<file path="config.mk">
export PLATFORM = sky130hd
export DESIGN_NAME = cache_arbiter
export DESIGN_NICKNAME = d
export VERILOG_FILES = /design/src/rtl/lc3b_types.sv /design/src/rtl/arbiter_grant_select.sv /design/src/rtl/cache_arbiter_checker.sv /design/src/rtl/cache_arbiter.sv
export SDC_FILE = /design/constraint.sdc
export NUM_CORES = 1
export LEC_CHECK = 0
export BUFFER_PORTS_ARGS = -buffer_cell sky130_fd_sc_hd__clkbuf_2
export CAP_MARGIN = 40
export CORE_AREA = 10 10 267 269
export DETAILED_ROUTE_END_ITERATION = 10
export DIE_AREA = 0 0 277 279
export PLACE_DENSITY = 0.3
export SKIP_CTS_REPAIR_TIMING = 1
export SYNTH_ARGS = -nofsm -noshare
export SYNTH_HDL_FRONTEND = slang
export SYNTH_SLANG_ARGS = --single-unit
</file>
<file path="constraint.sdc">
create_clock -name clk -period 2.88 [get_ports clk]
set_input_delay 0 -clock clk [delete_from_list [all_inputs] [get_ports clk]]
set_output_delay 0 -clock clk [all_outputs]
set_load 0.05 [all_outputs]
</file>
<file path="src/rtl/lc3b_types.sv">
// -----------------------------------------------------------------------------
// lc3b_types
// Shared type definitions for the LC-3b memory hierarchy.
//   lc3b_word   : 16-bit byte address / data word
//   lc3b_line   : 128-bit cache line
//   arb_state_t : cache_arbiter ownership of the physical-memory port
// GRANT_I / GRANT_D encode the last_grant bit that is used by the optional
// round-robin mode (CACHE_ARBITER_RR_EN).
// -----------------------------------------------------------------------------
package lc3b_types;

    typedef logic [15:0]  lc3b_word;
    typedef logic [127:0] lc3b_line;

    typedef enum logic [1:0] {
        ARB_IDLE    = 2'd0,
        ARB_SERVE_I = 2'd1,
        ARB_SERVE_D = 2'd2
    } arb_state_t;

    localparam logic GRANT_I = 1'b0;
    localparam logic GRANT_D = 1'b1;

endpackage

</file>
<file path="src/rtl/arbiter_grant_select.sv">
// -----------------------------------------------------------------------------
// arbiter_grant_select
// Combinational grant decision used while the arbiter is idle.
//   i_req      in  I-cache has a pending line read
//   d_req      in  D-cache has a pending line read or writeback
//   last_grant in  side most recently granted (GRANT_I / GRANT_D)
//   next_state out state to enter on the next clock edge
// Macro CACHE_ARBITER_RR_EN: simultaneous requests go to the side that was
// not served last. Without it the D side always wins a tie.
// -----------------------------------------------------------------------------
module arbiter_grant_select
    import lc3b_types::*;
(
    input  logic       i_req,
    input  logic       d_req,
    input  logic       last_grant,
    output arb_state_t next_state
);

`ifndef CACHE_ARBITER_RR_EN
    // Fixed priority ignores grant history.
    logic unused_last_grant_s;
    assign unused_last_grant_s = last_grant;
`endif

    // Choose which requester owns the memory port next
    always_comb begin
        next_state = ARB_IDLE;
        case ({d_req, i_req})
            2'b11: begin
`ifdef CACHE_ARBITER_RR_EN
                if (last_grant == GRANT_D) begin
                    next_state = ARB_SERVE_I;
                end else begin
                    next_state = ARB_SERVE_D;
                end
`else
                next_state = ARB_SERVE_D;
`endif
            end
            2'b10:   next_state = ARB_SERVE_D;
            2'b01:   next_state = ARB_SERVE_I;
            default: next_state = ARB_IDLE;
        endcase
    end

endmodule

</file>
<file path="src/rtl/cache_arbiter_checker.sv">
// -----------------------------------------------------------------------------
// cache_arbiter_checker
// Simulation-only protocol monitor for the D-cache side of cache_arbiter.
//   clk     in  system clock
//   reset_n in  asynchronous active-low reset (checks suspended while low)
//   d_read  in  D-cache line read request
//   d_write in  D-cache line writeback request
// -----------------------------------------------------------------------------
module cache_arbiter_checker (
    input logic clk,
    input logic reset_n,
    input logic d_read,
    input logic d_write
);

    // A D-side read and writeback can never be requested together
    always @(posedge clk) begin
        if (reset_n) begin
            assert (!(d_read && d_write))
                else $error("cache_arbiter: d_read and d_write asserted together");
        end
    end

endmodule

</file>
<file path="src/rtl/cache_arbiter.sv">
// -----------------------------------------------------------------------------
// cache_arbiter
// Shares the single 128-bit-line physical-memory port between the I-cache miss
// path and the D-cache miss/writeback path, one line transaction at a time.
// Every completion is followed by one idle cycle so a requester that drops its
// request after resp is never granted again by accident.
//
// Ports
//   clk, reset_n                        clock, asynchronous active-low reset
//   i_read, i_address                   I-cache line read request
//   i_rdata, i_resp                     I-cache data / completion pulse
//   d_read, d_write, d_address, d_wdata D-cache read / writeback request
//   d_rdata, d_resp                     D-cache data / completion pulse
//   pmem_read, pmem_write               physical memory strobes
//   pmem_address, pmem_wdata            physical memory address / write data
//   pmem_rdata, pmem_resp               physical memory data / completion
//
// Macro CACHE_ARBITER_RR_EN: round-robin tie break using a last_grant register
// (reset to the I side). Undefined: fixed D-over-I priority.
// -----------------------------------------------------------------------------
module cache_arbiter
    import lc3b_types::*;
#(
    parameter int ADDR_WIDTH = 16,
    parameter int LINE_WIDTH = 128
) (
    input  logic                  clk,
    input  logic                  reset_n,

    input  logic                  i_read,
    input  logic [ADDR_WIDTH-1:0] i_address,
    output logic [LINE_WIDTH-1:0] i_rdata,
    output logic                  i_resp,

    input  logic                  d_read,
    input  logic                  d_write,
    input  logic [ADDR_WIDTH-1:0] d_address,
    input  logic [LINE_WIDTH-1:0] d_wdata,
    output logic [LINE_WIDTH-1:0] d_rdata,
    output logic                  d_resp,

    output logic                  pmem_read,
    output logic                  pmem_write,
    output logic [ADDR_WIDTH-1:0] pmem_address,
    output logic [LINE_WIDTH-1:0] pmem_wdata,
    input  logic [LINE_WIDTH-1:0] pmem_rdata,
    input  logic                  pmem_resp
);

    arb_state_t state_r;
    arb_state_t state_next_s;
    arb_state_t grant_next_s;
    logic       last_grant_s;

`ifdef CACHE_ARBITER_RR_EN
    logic last_grant_r;

    // Remember which side was granted most recently, updated on grant entry
    always_ff @(posedge clk or negedge reset_n) begin
        if (!reset_n) begin
            last_grant_r <= GRANT_I;
        end else if ((state_r == ARB_IDLE) && (state_next_s != ARB_IDLE)) begin
            last_grant_r <= (state_next_s == ARB_SERVE_D) ? GRANT_D : GRANT_I;
        end else begin
            last_grant_r <= last_grant_r;
        end
    end

    assign last_grant_s = last_grant_r;
`else
    assign last_grant_s = GRANT_I;
`endif

    arbiter_grant_select u_grant_select (
        .i_req      (i_read),
        .d_req      (d_read | d_write),
        .last_grant (last_grant_s),
        .next_state (grant_next_s)
    );

    cache_arbiter_checker u_checker (
        .clk     (clk),
        .reset_n (reset_n),
        .d_read  (d_read),
        .d_write (d_write)
    );

    // Ownership state register; reset drops any grant immediately
    always_ff @(posedge clk or negedge reset_n) begin
        if (!reset_n) begin
            state_r <= ARB_IDLE;
        end else begin
            state_r <= state_next_s;
        end
    end

    // Next state: grant from idle, release the port on pmem completion
    always_comb begin
        state_next_s = state_r;
        case (state_r)
            ARB_IDLE: begin
                state_next_s = grant_next_s;
            end
            ARB_SERVE_I, ARB_SERVE_D: begin
                if (pmem_resp) begin
                    state_next_s = ARB_IDLE;
                end else begin
                    state_next_s = state_r;
                end
            end
            default: begin
                state_next_s = ARB_IDLE;
            end
        endcase
    end

    // Route the granted requester to pmem and pmem responses back to it only
    always_comb begin
        pmem_read    = 1'b0;
        pmem_write   = 1'b0;
        pmem_address = '0;
        pmem_wdata   = '0;
        i_rdata      = '0;
        i_resp       = 1'b0;
        d_rdata      = '0;
        d_resp       = 1'b0;
        case (state_r)
            ARB_IDLE: begin
                // pmem_resp arriving here is stale or spurious and is dropped.
                pmem_read = 1'b0;
            end
            ARB_SERVE_I: begin
                pmem_read    = 1'b1;
                pmem_address = i_address;
                i_rdata      = pmem_rdata;
                i_resp       = pmem_resp;
            end
            ARB_SERVE_D: begin
                // A simultaneous read+write is illegal; the writeback wins so
                // dirty data is never lost.
                pmem_write   = d_write;
                pmem_read    = d_read & ~d_write;
                pmem_address = d_address;
                pmem_wdata   = d_wdata;
                d_rdata      = pmem_rdata;
                d_resp       = pmem_resp;
            end
            default: begin
                pmem_read = 1'b0;
            end
        endcase
    end

endmodule

</file>
After elaboration in Yosys (flattened, before gate mapping)
Index checks and enable logic that the tools add are counted.
Widths: inputs -> output; s select.
{"block": "totals", "latchBits": 0, "out_inout_bits": 404, "memories": 0, "reg_bits": 2, "elab_cells": 24, "mem_bits_rw": 0, "in_bits": 294, "rom_bits": 0}
{"block": "classes", "muxes": 11, "n_div": 0, "n_shift": 0, "eq_ne": 6, "order_cmp": 0, "bitwise": 3, "multipliers": 0, "n_addsub": 0, "reduce_logical": 3}
{"op": "$mux 128", "n": 3}
{"op": "$pmux 16 s2", "n": 1}
{"op": "$pmux 2 s2", "n": 2}
{"op": "$eq 2x2->1 const B", "n": 3}
{"op": "$eq 2x1->1 const B", "n": 2}
{"op": "$reduce_or 2->1", "n": 2}
{"op": "$mux 1", "n": 3}
{"op": "$logic_not 2->1", "n": 1}
{"op": "$mux 2", "n": 1}
{"op": "$ne 2x2->1 const B", "n": 1}
{"op": "$pmux 1 s2", "n": 1}
{"op": "$and 1x1->1", "n": 1}
{"op": "$not 1->1", "n": 1}
{"op": "$or 1x1->1", "n": 1}

Depth between registers and ports, before layout
Gate-level depths: netlist of run 1.
{"block": "logic_depth", "ltp_word": 5, "ltp_mapped": 6, "mapped_depth_nobuf": 4}

By module
From an unflattened synthesis of run 1, not the netlist that was laid out.
{"block": "unflattened", "cells_unflattened": 486, "hier_area_um2": 3071.7}
{"module": "cache_arbiter", "area_per_inst_um2": 3061.7, "cells_each": 484, "seq_area_each_um2": 50.0, "instances": 1}
{"module": "arbiter_grant_select", "area_per_inst_um2": 10.0, "cells_each": 2, "seq_area_each_um2": 0.0, "instances": 1}

Least setup slack after synthesis of run 1
No wires, ideal clock.
{"block": "synth_timing", "kind": "register to output", "start": "register state_r[0]", "end": "output port pmem_address[0]", "arrival_time_ns": 1.745, "path_slack_ns": 1.135, "stages_incl_launch_ff": 5, "cell_sequence": "dfrtp_1 inv_1 ha_1 clkbuf_1 nor2b_1"}
{"block": "synth_between", "elab_chain_cells": 2}
{"element": "start, declared", "line": "cache_arbiter.sv:50", "text": "arb_state_t state_r;"}
{"element": "start signal, assigned", "line": "cache_arbiter.sv:93", "text": "state_r <= state_next_s;"}
{"element": "$eq 2x2->1 or $eq 2x1->1 (tied branches)", "line": "cache_arbiter.sv:127", "text": "case (state_r)"}
{"element": "$pmux 16 s2 (*)", "line": "cache_arbiter.sv:127"}
{"element": "end, declared", "line": "cache_arbiter.sv:44", "text": "output logic [ADDR_WIDTH-1:0] pmem_address,"}
Mark *: on every way between the ends. The rest lies on a longest branch, timed or not.

Worst setup path in the final report of run 1
{"block": "layout_timing", "start": "register state_r[1]", "end": "output port i_rdata[79]"}
{"block": "layout_between", "elab_chain_cells": 2}
{"element": "$eq 2x1->1", "line": "cache_arbiter.sv:127"}
{"element": "$mux 128", "line": "cache_arbiter.sv:127"}
{"element": "end, declared", "line": "cache_arbiter.sv:32", "text": "output logic [LINE_WIDTH-1:0] i_rdata,"}
Every way passes these cells.

==> results of run 1 <==
[cell families after synthesis]
group                      synth area share (%)
DFF                                        1.64
buffers and inverters                      8.24
and+or+nand+nor                            83.5
AOI/OAI and AO/OA                          4.64
adders and majority gates                  1.64
muxes                                     0.328
[critical path, cell delays in order, from the launching register on]
cell and delay, ps:
dfrtp_1 410, inv_1 140, ha_4 540, buf_12 300, and2_1 190, clkbuf_2 280
[cell usage after synthesis (all sizes together)]
cell | number | area (µm²)
and2 | 387 | 2420
clkbuf | 24 | 115
buf | 22 | 129
nor2b | 17 | 106
a22oi | 16 | 120
ha | 4 | 50.1
dfrtp | 2 | 50.1
inv | 2 | 7.51
and3b | 1 | 8.76
mux2i | 1 | 10.0
nand2 | 1 | 3.75
nand3b | 1 | 7.51
o21a | 1 | 7.51
o21ai | 1 | 5.00
o41ai | 1 | 8.76
[layer usage]
metal | routed length, µm | track usage, %
met1 | 11500 | 7.72
met3 | 5090 | 5.09
met2 | 18600 | 16.1
met5 | 245 | 0
met4 | 624 | 1.80
[how the worst max path moves through the flow]
stage                                  to  slack [ps]  depth (start not counted)
after floorplan           pmem_address[0]        1130                          4
after global placement        i_rdata[96]         870                          5
after detailed placement      i_rdata[96]         880                          5
after CTS                     i_rdata[96]         620                          5
after global routing          i_rdata[79]         480                          5
final                         i_rdata[79]         660                          5
[area by class of cell]
type | count | area, µm²
Timing Repair Buffer | 702 | 3570
Tap cell | 864 | 1080
Fill cell | 7746 | 58100
Multi-Input combinational cell | 431 | 2770
Antenna cell | 5 | 12.5
Sequential cell | 2 | 50.0
Clock buffer | 3 | 75.1
Inverter | 2 | 7.51
[placed cells by master, fill, tap and decap left out]
cell type      netlist  final
dfrtp_1              2      2
ha_4                 0      2
clkbuf_2            20    697
buf_12               0      3
inv_1                2      2
dlygate4sd3_1        0      1
and3b_1              1      1
a22oi_1             16     16
and2_1             387    387
o41ai_1              1      1
ha_1                 4      2
nand3b_1             1      1
nand2_1              1      1
buf_4                0      1
diode_2              0      5
mux2i_1              1      1
o21a_1               1      1
clkbuf_16            0      3
nor2b_1             17     17
o21ai_0              1      1
[power groups by stage]
stage                     Sequential [mW]  Clock (mW)  Combinational, mW
after global placement             0.0495           0               7.79
after detailed placement           0.0494           0               7.76
after global routing               0.0504       0.216               8.03
after floorplan                    0.0435           0               5.79
after CTS                          0.0491       0.210               7.77
final                              0.0493       0.208               7.62
[stage by stage]
stage               instance area (µm²)  hold WS (ps)  setup slack, ps
global placement                   7470          -206              872
CTS                                7540          -433              624
floorplan                          3050          -296             1130
global route                       7560          49.6              477
finish                             7570          15.3              663
detailed placement                 7470          -204              876
==> results_dict.tcl, run 1 <==
set metrics [dict create \
    status "finished clean" \
    ys_warn_count 0 \
    holdPathEnd "state_r[0]$_DFFE_PN0P_" \
    clk_pin_slew_ps 30 \
    drt_first_pass_iters 4 \
    h-tree-depth 1 \
    critPathLaunch "state_r[1]$_DFFE_PN0P_" \
    fin_crit_sh_pct 77.0 \
    drc 0 \
    period_minus_slack_ps 2220 \
    crit_fanout 85 \
    fin_skew_ps 0.837 \
    stdcell_count 2009 \
    numCtsBuffers 3 \
    core_um2 65600 \
    first_global_vias 6402 \
    largest_reg_flops 2 \
    io_buffer_count 697 \
    dp_hpwl_um 33300 \
    rsz0062_at_grt "no" \
    synth_cell_type_count 17 \
    grt_antenna_before_repair 29 \
    critPathLaunchType "flop" \
    hold_class "primary input to flop" \
    leakage_nw 4.34 \
    drive_gt1_share_pct 61.9 \
    critPathCaptureType "output pin" \
    cts_tree "built" \
    pwr-share-seq_pct 0.6 \
    worstPathRequired_ps 2880 \
    die_w_um 277 \
    path_class "flop to output pin" \
    gp_congestion 0.916 \
    yosysSeqAreaShare_pct 1.64 \
    regMostFlops "state_r" \
    clkPwrFrac_pct 2.6 \
    rows 94 \
    drtIter0Drc 144 \
    hold_start "d_read" \
    grtUsageTotal_pct 8.54 \
    viasPerCell 2.91 \
    setup_tns_ps 0 \
    max_slew_margin_pct 59.3 \
    setup_viol 0 \
    start_util_pct 4.65 \
    clk_latency_ps 220 \
    synthCells 481 \
    grt_start_max_net_pins 134 \
    reg2reg_to "state_r[1]$_DFFE_PN0P_" \
    wl_per_cell_um 17.9 \
    synth.cell_area_um2 3050 \
    total_power_mw 7.87 \
    p_sw_mw 6.05 \
    grt-ovfl-total 0 \
    syn_area_per_cell_um2 6.34 \
    antenna_left 0 \
    max_cap_violations 0 \
    r2r_start "state_r[0]$_DFFE_PN0P_" \
    die_y_um 279 \
    hold_violations 0 \
    vias 5845 \
    slew_viol_final 0 \
    die-area_um2 77300 \
    nNetsFinal 1440 \
    synth_seq_cells 2 \
    cts_max_path_buffers 2 \
    critical_path_arrival_ps 2220 \
    wl_um 36000 \
    area_growth_pct 148 \
    cts_num_sinks 2 \
    post-place-cells 2000 \
    io_pins 698 \
    internal-power_mw 1.83 \
    final_util_pct 11.5 \
    largest_registers "state_r: 2 flops" \
    r2r_slack_ps 1150 \
    r2r_cells 4 \
    worst_pin_slew_ps 610 \
    hold_depth 2 \
    syn-num-nets 779 \
    fmax_ghz 0.451 \
    grt_pass1_wl_um 48900 \
    powerDensity_nw_per_um2 1040 \
    irDropWorstVdd_mv 0.390 \
    root_buffer "clkbuf_16" \
    power.share.switching_pct 76.8 \
    combPwrFrac_pct 96.7 \
]
(Power assumes the default switching activity.)
==> run 2: changes to the inputs <==
--- a/config.mk
+++ b/config.mk
@@ -5,12 +5,13 @@
 export SDC_FILE = /design/constraint.sdc
 export NUM_CORES = 1
 export LEC_CHECK = 0
+export ABC_AREA = 1
 export BUFFER_PORTS_ARGS = -buffer_cell sky130_fd_sc_hd__clkbuf_2
 export CAP_MARGIN = 40
-export CORE_AREA = 10 10 267 269
+export CORE_AREA = 10 10 263 265
 export DETAILED_ROUTE_END_ITERATION = 10
-export DIE_AREA = 0 0 277 279
-export PLACE_DENSITY = 0.3
+export DIE_AREA = 0 0 273 275
+export PLACE_DENSITY = 0.32
 export SKIP_CTS_REPAIR_TIMING = 1
 export SYNTH_ARGS = -nofsm -noshare
 export SYNTH_HDL_FRONTEND = slang
==> constraint.sdc (replaced) <==
create_clock -name clk -period 1.85 [get_ports clk]
set_input_delay 0 -clock clk [delete_from_list [all_inputs] [get_ports clk]]
set_output_delay 0 -clock clk [all_outputs]
set_load 0.05 [all_outputs]
==> run 2 against run 1 <==
  * First-iteration DRC count grew 9.0%
  * Via count grew 20%
  * Setup slack lost 560 ps
  * Cell area grew 76%
  * Critical path type unchanged
==> results_dict.tcl, run 2 <==
set metrics [dict create \
    die_w_um 273 \
    critPathCaptureType "output pin" \
    ys_async_sr_fraction_pct 100 \
    leakage_nw 8.79 \
    antenna_left 0 \
    fin_skew_ps 3.14 \
    drc 0 \
    io_pins 698 \
    syn_area_per_cell_um2 4.11 \
    viasPerCell 2.87 \
    period_minus_slack_ps 1750 \
    cts_tree "built" \
    final_common_cell "nand2_1" \
    syn-num-nets 1194 \
    fmax_ghz 0.572 \
    synth_top_cell_area_share_pct 43.4 \
    gp_congestion 0.792 \
    diodes 0 \
    critical_path_arrival_ps 1750 \
    rows 93 \
    wl_per_cell_um 15.7 \
    clk_pin_slew_ps 30 \
    stdcell_count 2449 \
    largest_registers "state_r: 2 flops" \
    grt-ovfl-total 0 \
    die_y_um 275 \
    nNetsFinal 1894 \
    critPathLaunchType "flop" \
    drtIter0Drc 157 \
    first_global_vias 7456 \
    mostFrequentLayoutCells "nand2_1 (424), inv_1 (392), clkbuf_2 (368)" \
    powerDensity_nw_per_um2 1420 \
    ys_warn_count 0 \
    yosys-top-cells-count "nand2_1 (426), inv_1 (394), buf_6 (23), a21oi_1 (17), buf_2 (17)" \
    dp_slack_ps -67.4 \
    hold_violations 0 \
    root_buffer "clkbuf_16" \
    r2r_cells 5 \
    slew_viol_final 0 \
    area_growth_pct 262 \
    worst_slack_ps 103 \
    wl_um 38500 \
    grt_pass1_wl_um 50700 \
    fin_crit_sh_pct 94.5 \
    start_util_pct 5.77 \
    post-place-cells 2438 \
    dp_hpwl_um 34500 \
    worst_pin_slew_ps 358 \
    max_cap_violations 0 \
    irDropWorstVdd_mv 0.592 \
    vias 7020 \
    synth_ff_type "dfrtp_1" \
    synthCells 896 \
    yosysSeqAreaShare_pct 1.36 \
    clk_latency_ps 220 \
    synth_cell_type_count 14 \
    hold_class "primary input to asynchronous set/reset pin" \
    synth.cell_area_um2 3680 \
    final_util_pct 20.9 \
    yosysMostFrequentCell "nand2_1" \
    rsz0062_at_grt "no" \
    regMostFlops "state_r" \
    max_slew_margin_pct 76.2 \
    die-area_um2 75100 \
    yosysTopAreaCell "nand2_1" \
    worstPathRequired_ps 1850 \
    grt_start_max_net_pins 54 \
    largest_reg_flops 2 \
    drt_first_pass_iters 4 \
    setup_viol 0 \
    cts_max_path_buffers 2 \
    h-tree-depth 1 \
    synth_area_leaders "nand2_1 (43%), inv_1 (40%), buf_6 (7.0%), a21oi_1 (2.3%), buf_2 (2.3%)" \
    status "finished clean" \
    grt_antenna_before_repair 0 \
    grtUsageTotal_pct 9.01 \
    n_fill_cell 7179 \
    path_class "flop to output pin" \
    io_buffer_count 697 \
    synth_edf_count 0 \
    hold_slack_ps 102 \
    cts_num_sinks 2 \
    synth_seq_cells 2 \
    numCtsBuffers 3 \
    core_um2 63900 \
    crit_fanout 27 \
    drive_gt1_share_pct 47.6 \
]
==> run 2: changes by cell type after synthesis, sizes merged, moves of 2 or more <==
cell,delta
nor2b,-17
a21oi,+17
nor2,+2
a22oi,-16
nand2,+425
buf,+24
inv,+393
and2,-387
clkbuf,-22
==> run 2: worst max-delay path: stages, from the launching register on <==
cell and delay (ps):
dfrtp_2 430, inv_2 100, ha_4 210, buf_16 200, buf_6 180, nand2_1 60, inv_1 130, buf_12 160
==> run 2: path summary, 6_finish.rpt <==
check                                             from                      to  slack [ps]
worst max-delay path            state_r[1]$_DFFE_PN0P_             i_rdata[11]         100
worst min-delay path                           reset_n  state_r[0]$_DFFE_PN0P_         100
worst max register to register  state_r[1]$_DFFE_PN0P_  state_r[1]$_DFFE_PN0P_         600
worst min register to register  state_r[1]$_DFFE_PN0P_  state_r[1]$_DFFE_PN0P_         560
max in group asynchronous                      reset_n  state_r[1]$_DFFE_PN0P_        1630
min in group clk                             pmem_resp  state_r[0]$_DFFE_PN0P_         100
==> run 2: final cells by class <==
cell class | count | area (µm²) | area share, %
clock buffer | 3 | 75.1 | 0.563
inverter | 395 | 1480 | 11.1
multi-input combinational | 451 | 1810 | 13.6
sequential | 2 | 51.3 | 0.385
tap | 855 | 1070 | 8.03
timing repair buffer | 743 | 8830 | 66.3
==> run 2: power by group <==
group	switching, mW	internal (mW)	total (mW)
sequential	0.0208	0.0604	0.0812
clock	0.0544	0.275	0.330
combinational	11.1	7.42	18.5
==> run 2: cell families (layout without fill, tap and decap cells) <==
family                     Yosys count  in the layout  synth area share, %
AOI/OAI and AO/OA                   18             18                 2.51
buffers and inverters              443           1141                 51.0
DFF                                  2              2                 1.36
adders and majority gates            4              4                 1.36
and+or+nand+nor                    429            429                 43.7
==> run 2: stage by stage <==
stage	total power, mW	area (µm²)	TNS (ps)
after floorplan	9.44	3680	0
after global routing	19.9	13300	0
after detailed placement	18.4	13000	-67.4
after CTS	18.8	13100	-453
final	19.0	13300	0
after global placement	18.5	13000	-65.5
==> run 2: routing by layer <==
layer	vias up	routed length [µm]	global-route usage [%]	part of all wire, %
met3	30	3120	2.81	8.1
li1	3673	-	-	-
met1	2950	14200	9.14	37
met5	-	0	0	0
met2	367	20300	17.4	53
met4	0	864	2.53	2.2
==> run 3: changes to the inputs <==
--- a/config.mk
+++ b/config.mk
@@ -11,8 +11,9 @@
 export CORE_AREA = 10 10 263 265
 export DETAILED_ROUTE_END_ITERATION = 10
 export DIE_AREA = 0 0 273 275
-export PLACE_DENSITY = 0.32
+export PLACE_DENSITY = 0.31
 export SKIP_CTS_REPAIR_TIMING = 1
+export SLEW_MARGIN = 40
 export SYNTH_ARGS = -nofsm -noshare
 export SYNTH_HDL_FRONTEND = slang
 export SYNTH_SLANG_ARGS = --single-unit
==> constraint.sdc (replaced) <==
create_clock -name clk -period 1.88 [get_ports clk]
set_input_delay 0 -clock clk [delete_from_list [all_inputs] [get_ports clk]]
set_output_delay 0 -clock clk [all_outputs]
set_load 0.05 [all_outputs]
==> run 3 against run 2 <==
  * Combinational power shrank 5%
  * Count of clock-buffer cells in the layout is the same
  * Register-to-register slack lost 20 ps
  * Cell count is essentially flat
  * Total power shrank 4.8%
  * Die area is the same
  * Sequential cell count is the same
  * Cell area shrank 6.1%
  * Critical path type unchanged
==> results_dict.tcl, run 3 (synthesized netlist as in run 2, its figures left out) <==
set metrics [dict create \
    status "finished clean" \
    crit_fanout 20 \
    gp_congestion 0.848 \
    dp_hpwl_um 34300 \
    cts_num_sinks 2 \
    critPathLaunchType "flop" \
    period_minus_slack_ps 1790 \
    finalInstanceArea_um2 12500 \
    largest_reg_flops 2 \
    die_y_um 275 \
    final_util_pct 19.6 \
    critPathCaptureType "output pin" \
    nNetsFinal 1892 \
    rows 93 \
    core_um2 63900 \
    stdcell_count 2447 \
    drive_gt1_share_pct 48.0 \
    hold_slack_ps 84.2 \
    vias 7185 \
    final_common_cell "nand2_1" \
    hold_class "primary input to flop" \
    area_growth_pct 239 \
    drc 0 \
    drtIter0Drc 271 \
    mostFrequentLayoutCells "nand2_1 (426), clkbuf_2 (401), inv_1 (392)" \
    grt-ovfl-total 0 \
    h-tree-depth 1 \
    max_slew_margin_pct 79.2 \
    postPlaceCellArea_um2 12200 \
    worst_slack_ps 85.1 \
    r2r_slack_ps 580 \
    cts_max_path_buffers 2 \
    fin_crit_sh_pct 95.5 \
    viasPerCell 2.94 \
    post-place-cells 2435 \
    wl_per_cell_um 15.8 \
    fin_skew_ps 0.784 \
    rsz0062_at_grt "no" \
    diodes 0 \
    path_class "flop to output pin" \
    hold_start "i_read" \
    grt_pass1_wl_um 50600 \
    reg2reg_to "state_r[1]$_DFFE_PN0P_" \
    total_power_mw 18.1 \
    antenna_left 0 \
    root_buffer "clkbuf_16" \
    io_pins 698 \
    dp_slack_ps 114 \
    worst_pin_slew_ps 313 \
    clk_latency_ps 220 \
    irDropWorstVdd_mv 0.476 \
    hold_violations 0 \
    first_global_vias 7382 \
    setup_viol 0 \
    hold_depth 5 \
    r2r_cells 5 \
    leakage_nw 8.58 \
    cts_tree "built" \
    clk_pin_slew_ps 30 \
    holdPathEnd "state_r[0]$_DFFE_PN0P_" \
    grt_antenna_before_repair 2 \
    n_fill_cell 7191 \
    fmax_ghz 0.557 \
    max_cap_violations 0 \
    start_util_pct 5.77 \
    grtUsageTotal_pct 8.92 \
    powerDensity_nw_per_um2 1440 \
    largest_registers "state_r: 2 flops" \
    wl_um 38700 \
    worstPathRequired_ps 1880 \
    r2r_start "state_r[0]$_DFFE_PN0P_" \
    setup_tns_ps 0 \
    die_w_um 273 \
    numCtsBuffers 3 \
    grt_start_max_net_pins 50 \
    io_buffer_count 697 \
    slew_viol_final 0 \
    regMostFlops "state_r" \
    die-area_um2 75100 \
    critical_path_arrival_ps 1790 \
    drt_first_pass_iters 4 \
]
[run 3: area by class of cell]
cell class	instances	area, µm²	share of cell area, %
Sequential cell	2	50.0	0.400
Inverter	395	1480	11.9
Clock buffer	3	75.1	0.600
Tap cell	855	1070	8.55
Multi-Input combinational cell	451	1840	14.7
Timing Repair Buffer	741	7990	63.9
[run 3: power breakdown]
part	leakage [nW]	internal, mW	switching (mW)
combinational	8.52	6.83	10.8
sequential	0.0259	0.0572	0.0247
clock	0.0370	0.271	0.0501
[run 3: per-layer routing]
metal	part of all wire [%]	track usage, %	up-vias	routed length (µm)
met5	0	0	-	0
li1	-	-	3670	-
met4	0.91	1.03	0	351
met3	8.2	2.55	16	3180
met2	55	17.7	351	21500
met1	35	9.34	3148	13700
[run 3: worst max path at each step]
stage / end / from
3_5_place_dp: pmem_address[14] / state_r[0]$_DFFE_PN0P_
5_1_grt: pmem_address[13] / state_r[1]$_DFFE_PN0P_
3_3_place_gp: pmem_address[14] / state_r[1]$_DFFE_PN0P_
6_report: pmem_address[13] / state_r[1]$_DFFE_PN0P_
2_1_floorplan: pmem_address[0] / state_r[1]$_DFFE_PN0P_
4_1_cts: pmem_address[14] / state_r[0]$_DFFE_PN0P_
[run 3: critical path: stages (launching register included)]
cell,delay (ps)
dfrtp_1,440
inv_2,110
ha_4,190
buf_12,180
buf_12,170
nand2_1,90
a21oi_2,210
buf_12,160
